`src/rtl/sub8_digit_serial.sv`:
```
// sub8_digit_serial: 8-bit subtractor, two bits per clock.
// Optional LT/LTU compare flags under SUB8_CMP_EN.
module sub8_digit_serial (
  input  logic       clk,
  input  logic       rst,
  input  logic       start,
  input  logic [7:0] Xi,
  input  logic [7:0] Yi,
  input  logic       B0,
  output logic       ready,
  output logic       busy,
  output logic       done,
  output logic [7:0] Di,
  output logic       B8,
  output logic       V,
  output logic       Z
`ifdef SUB8_CMP_EN
  ,
  output logic       LT,
  output logic       LTU
`endif
);

  typedef enum logic [1:0] {
    IDLE = 2'd0,
    RUN  = 2'd1,
    DONE = 2'd2
  } state_t;

  state_t      state_q, state_d;
  logic [1:0]  k_q, k_d;
  logic [7:0]  xr_q, xr_d;
  logic [7:0]  yr_q, yr_d;
  logic [7:0]  dr_q, dr_d;
  logic        c_q, c_d;
  logic        load;

  logic [7:0]  di_q;
  logic        b8_q, v_q, z_q;

  logic [1:0]  a, b;
  logic        s0, s1, c1, c2;

  // Slice operands and two chained full adders
  always_comb begin
    a  = xr_q[{k_q, 1'b0} +: 2];
    b  = yr_q[{k_q, 1'b0} +: 2];
    s0 = a[0] ^ b[0] ^ c_q;
    c1 = (a[0] & b[0]) | (a[0] & c_q) | (b[0] & c_q);
    s1 = a[1] ^ b[1] ^ c1;
    c2 = (a[1] & b[1]) | (a[1] & c1) | (b[1] & c1);
  end

  // Next-state and datapath control
  always_comb begin
    state_d = state_q;
    k_d     = k_q;
    xr_d    = xr_q;
    yr_d    = yr_q;
    dr_d    = dr_q;
    c_d     = c_q;
    load    = 1'b0;
    unique case (state_q)
      IDLE, DONE: begin
        if (start) begin
          state_d = RUN;
          xr_d    = Xi;
          yr_d    = ~Yi;
          c_d     = ~B0;
          k_d     = 2'd0;
        end else begin
          state_d = IDLE;
        end
      end
      RUN: begin
        dr_d = {s1, s0, dr_q[7:2]};
        c_d  = c2;
        k_d  = k_q + 2'd1;
        if (k_q == 2'd3) begin
          state_d = DONE;
          load    = 1'b1;
        end
      end
      default: state_d = IDLE;
    endcase
  end

  // Control and operand registers
  always_ff @(posedge clk or posedge rst) begin
    if (rst) begin
      state_q <= IDLE;
      k_q     <= 2'd0;
      xr_q    <= 8'h00;
      yr_q    <= 8'h00;
      dr_q    <= 8'h00;
      c_q     <= 1'b0;
    end else begin
      state_q <= state_d;
      k_q     <= k_d;
      xr_q    <= xr_d;
      yr_q    <= yr_d;
      dr_q    <= dr_d;
      c_q     <= c_d;
    end
  end

  // Result registers load on the final RUN cycle only
  always_ff @(posedge clk or posedge rst) begin
    if (rst) begin
      di_q <= 8'h00;
      b8_q <= 1'b0;
      v_q  <= 1'b0;
      z_q  <= 1'b0;
    end else if (load) begin
      di_q <= dr_d;
      b8_q <= ~c2;
      v_q  <= c1 ^ c2;
      z_q  <= (dr_d == 8'h00);
    end
  end

`ifdef SUB8_CMP_EN
  logic lt_q, ltu_q;

  // Compare flags share the result load edge
  always_ff @(posedge clk or posedge rst) begin
    if (rst) begin
      lt_q  <= 1'b0;
      ltu_q <= 1'b0;
    end else if (load) begin
      lt_q  <= dr_d[7] ^ (c1 ^ c2);
      ltu_q <= ~c2;
    end
  end

  assign LT  = lt_q;
  assign LTU = ltu_q;
`endif

  assign busy  = (state_q == RUN);
  assign ready = ~busy;
  assign done  = (state_q == DONE);
  assign Di    = di_q;
  assign B8    = b8_q;
  assign V     = v_q;
  assign Z     = z_q;

endmodule

```
`config.mk`:
```
export PLATFORM = sky130hd
export DESIGN_NAME = sub8_digit_serial
export DESIGN_NICKNAME = d
export VERILOG_FILES = /design/src/rtl/sub8_digit_serial.sv
export SDC_FILE = /design/constraint.sdc
export NUM_CORES = 1
export LEC_CHECK = 0
export ABC_AREA = 0
export BUFFER_PORTS_ARGS = -buffer_cell sky130_fd_sc_hd__buf_4
export CORE_MARGIN = 2
export CORE_UTILIZATION = 51
export CTS_BUF_LIST = sky130_fd_sc_hd__clkbuf_4 sky130_fd_sc_hd__clkbuf_8
export DETAILED_ROUTE_END_ITERATION = 16
export MAX_ROUTING_LAYER = met4
export PLACE_DENSITY_LB_ADDON = 0.2
export RECOVER_POWER = 50
export SYNTH_ARGS = -nofsm -noshare
export SYNTH_HDL_FRONTEND = slang
export SYNTH_SLANG_ARGS = --single-unit
```
`constraint.sdc`:
```
create_clock -name clk -period 5.2 [get_ports clk]
set_input_delay 1.04 -clock clk [delete_from_list [all_inputs] [get_ports clk]]
set_output_delay 1.04 -clock clk [all_outputs]
set_load 0.1 [all_outputs]
```
==> results.md <==
- Status: finished with violations
- Failing checks: capacitance limit, slew limit
- Ordered cell list for the critical path: nand2b_1 -> inv_1 -> buf_4
- Post-Syn Nets: 152
- GRT met3 Usage: 6.71%
- Netlist cell types: 21
- Via density: 4.97
- Met2 Use GR: between 20 and 30%
- R2R cell count: 6
- GR Overflow Total: 0
- Root buf cell: clkbuf_4
- CTS clk-pin slew, worst paths: 0.11 ns
- Die X: about 60 um
- Levels on crit path: 3
- Max incr delay on CP: 0.40 ns
- First-pass GRT wire length: 4690 um
- Most common cell after layout, fill and taps aside: dfrtp_1
- Core Area: 0.00303 mm2
- DRT Pass-1 Iters: 4
- First DRT Iteration DRCs: 46
- Boundary Pins: 34
- Slowest cell on crit path: dfrtp_1
- Slew @ Worst Pin: 2.00 ns
- Synth Instances: 129
- Post-cts sizing count: 0
- Critical Path Sink Type: output port
- Drt drc: 0
- Vias post-DR: 1,028
- Synth Warn #: 0
- Top delay family on crit path: buffers and inverters
- Crit Path Category: flop to output port
- Share of layout cells above drive strength 1: between 30% and 40%
- Critical path endpoint: busy
- Largest net degree at the start of global routing: 39
- Final Cycle Share: 53.5%
- Crit start category: flop
- Worst r2r dst: Z$_DFFE_PP0P_
- Area grow syn2layout: 19.6%
- GR Util All Layers: approximately a fifth
- Area contributors post-synth: dfrtp_1, mux2_2, nand2_1
- Dominant cell type by area after synthesis: dfrtp_1
- Rel. slew slack: -33.1%
- DIE HEIGHT: about 60 um
- Nets: approximately 190
- # rows: 20
- Largest fanout on the critical path: 12
- Fin crit period: ~2.8 ns
- Initial antenna violation count: 0
- Final Hold Vio Count: 0
- Crit path from: state_q[1]$_DFFE_PP0P_
- HPWL after DPL: 2010 um
- Synthesized flop and latch total: 38
- Initial Utilization: 53.0%
- Setup Fix Bufs, Post-CTS: 0
- GRT Max-Usage Layer: met2
- WL final: approximately 2800 um
- Placer Congestion: 0.762
- Area share of the largest cell type after synthesis: 59.2%
- Drt wl/cell: 13.3 um
- Final setup viols: 0
- Post-Route Setup TNS: 0 ns
- # port buffers: 33
- Post-CTS Hold Buffers: 0
- CTS max path bufs: 2
- RSZ-0062 raised after global routing: no
- Slew Limit Fails: 39
- Vias in the first global route: slightly above 1,000
- Ant diodes: 0
- Worst path bufs/invs: 2
- Fmax: 360 MHz
- GR Util met1: 23.3%
- Sequential area share after synthesis: 59.2%
- Worst-Skew Late Latency: 0.34 ns
- Most frequent cells in the layout: dfrtp_1, nand2_1, buf_4
- CTS H-tree depth: 2
- CTS sink cnt: 38
- Total CTS buffers: 5
- Crit path DAT: 1.74 ns
- Worst R2R Start: k_q[0]$_DFFE_PP0P_
- DIE AREA: 0.00361 mm2
- Crit path required time: 4.16 ns
- Flop-to-flop setup slack: 2.61 ns
- Netlist Area Pre-Place: ~0.0016 mm2
- CTS tree: done
- Post-Syn Area per Cell: 12.4 um2
- Hold WC Path Type: flop to flop
- Worst Clk Skew: 0.0142 ns
- Antenna Violating Nets Remaining: 0
- # Max-Cap Violations: 1
[state kept, by name, indices dropped and copies added (netlist names)]
name and cells:
state_q 2, yr_q 8, k_q 2, Z 1, dr_q 6, Di 8, B8 1, xr_q 8
c_q 1, V 1
[metrics by stage]
| step | cell area, um2 | cells | hold slack, ns | util, % | setup WS, ns |
|---|---|---|---|---|---|
| 4_1_cts | 1930 | 207 | 0.496 | 63.6 | 2.40 |
| 2_1_floorplan | 1610 | 129 | 0.445 | - | 2.41 |
| 6_report | 1920 | 207 | 0.487 | 63.4 | 2.42 |
| 3_3_place_gp | 1870 | 200 | 0.462 | 61.9 | 2.75 |
| 5_1_grt | 1920 | 207 | 0.529 | 63.4 | 2.27 |
| 3_5_place_dp | 1870 | 200 | 0.473 | 61.9 | 2.59 |
[layer usage]
metal  wire [um]  vias up
li1            -      504
met1        1260      492
met2        1330       25
met3         124        7
met4          49        0
met5           0        -
[cell type report]
| cell class | count | area (um2) |
|---|---|---|
| sequential | 38 | 951 |
| multi-input combinational | 81 | 598 |
| timing repair buffer | 34 | 251 |
| clock buffer | 7 | 52.6 |
| inverter | 3 | 11.3 |
| fill | 258 | 1110 |
| tap | 44 | 55.1 |
[cell usage after synthesis]
master,count
xnor2_1,1
mux4_2,4
mux2_2,13
clkbuf_1,1
nand2_1,33
dfrtp_1,38
a21oi_1,1
nor2b_1,1
ha_1,1
inv_1,3
buf_4,3
nor4_1,2
nand3_1,2
mux2_4,3
nand2b_1,2
o21ai_1,1
buf_2,3
nand3b_2,1
fa_1,2
o21ai_0,13
nor3b_1,1
[logic make-up after synthesis]
logic type                 share of synthesized area (%)
DFF                                                 59.2
adders and majority gates                           3.27
xor gates and xnor gates                           0.546
and+or+nand+nor                                     11.5
buffers and inverters                               3.27
AOI/OAI and AO/OA                                   4.68
muxes                                               17.5
[how the worst min path moves through the flow]
stage / startpoint / end / cells past startpoint
after global routing: yr_q[4]$_DFFE_PP0P_ / yr_q[4]$_DFFE_PP0P_ / 2
final: yr_q[4]$_DFFE_PP0P_ / yr_q[4]$_DFFE_PP0P_ / 2
after floorplan: yr_q[4]$_DFFE_PP0P_ / yr_q[4]$_DFFE_PP0P_ / 2
after global placement: yr_q[5]$_DFFE_PP0P_ / yr_q[5]$_DFFE_PP0P_ / 2
after detailed placement: yr_q[4]$_DFFE_PP0P_ / yr_q[4]$_DFFE_PP0P_ / 2
after CTS: yr_q[4]$_DFFE_PP0P_ / yr_q[4]$_DFFE_PP0P_ / 2
[worst reg2reg max path: stages, from the launching register on]
cell     delay [ns]
dfrtp_1        0.54
mux4_2         0.58
fa_1           0.47
fa_1           0.49
nor4_1         0.18
nand2_1        0.08
o21ai_0        0.16
Power is not shown: default switching activity piles up to over one toggle a cycle in this logic, so the estimate is an artifact.
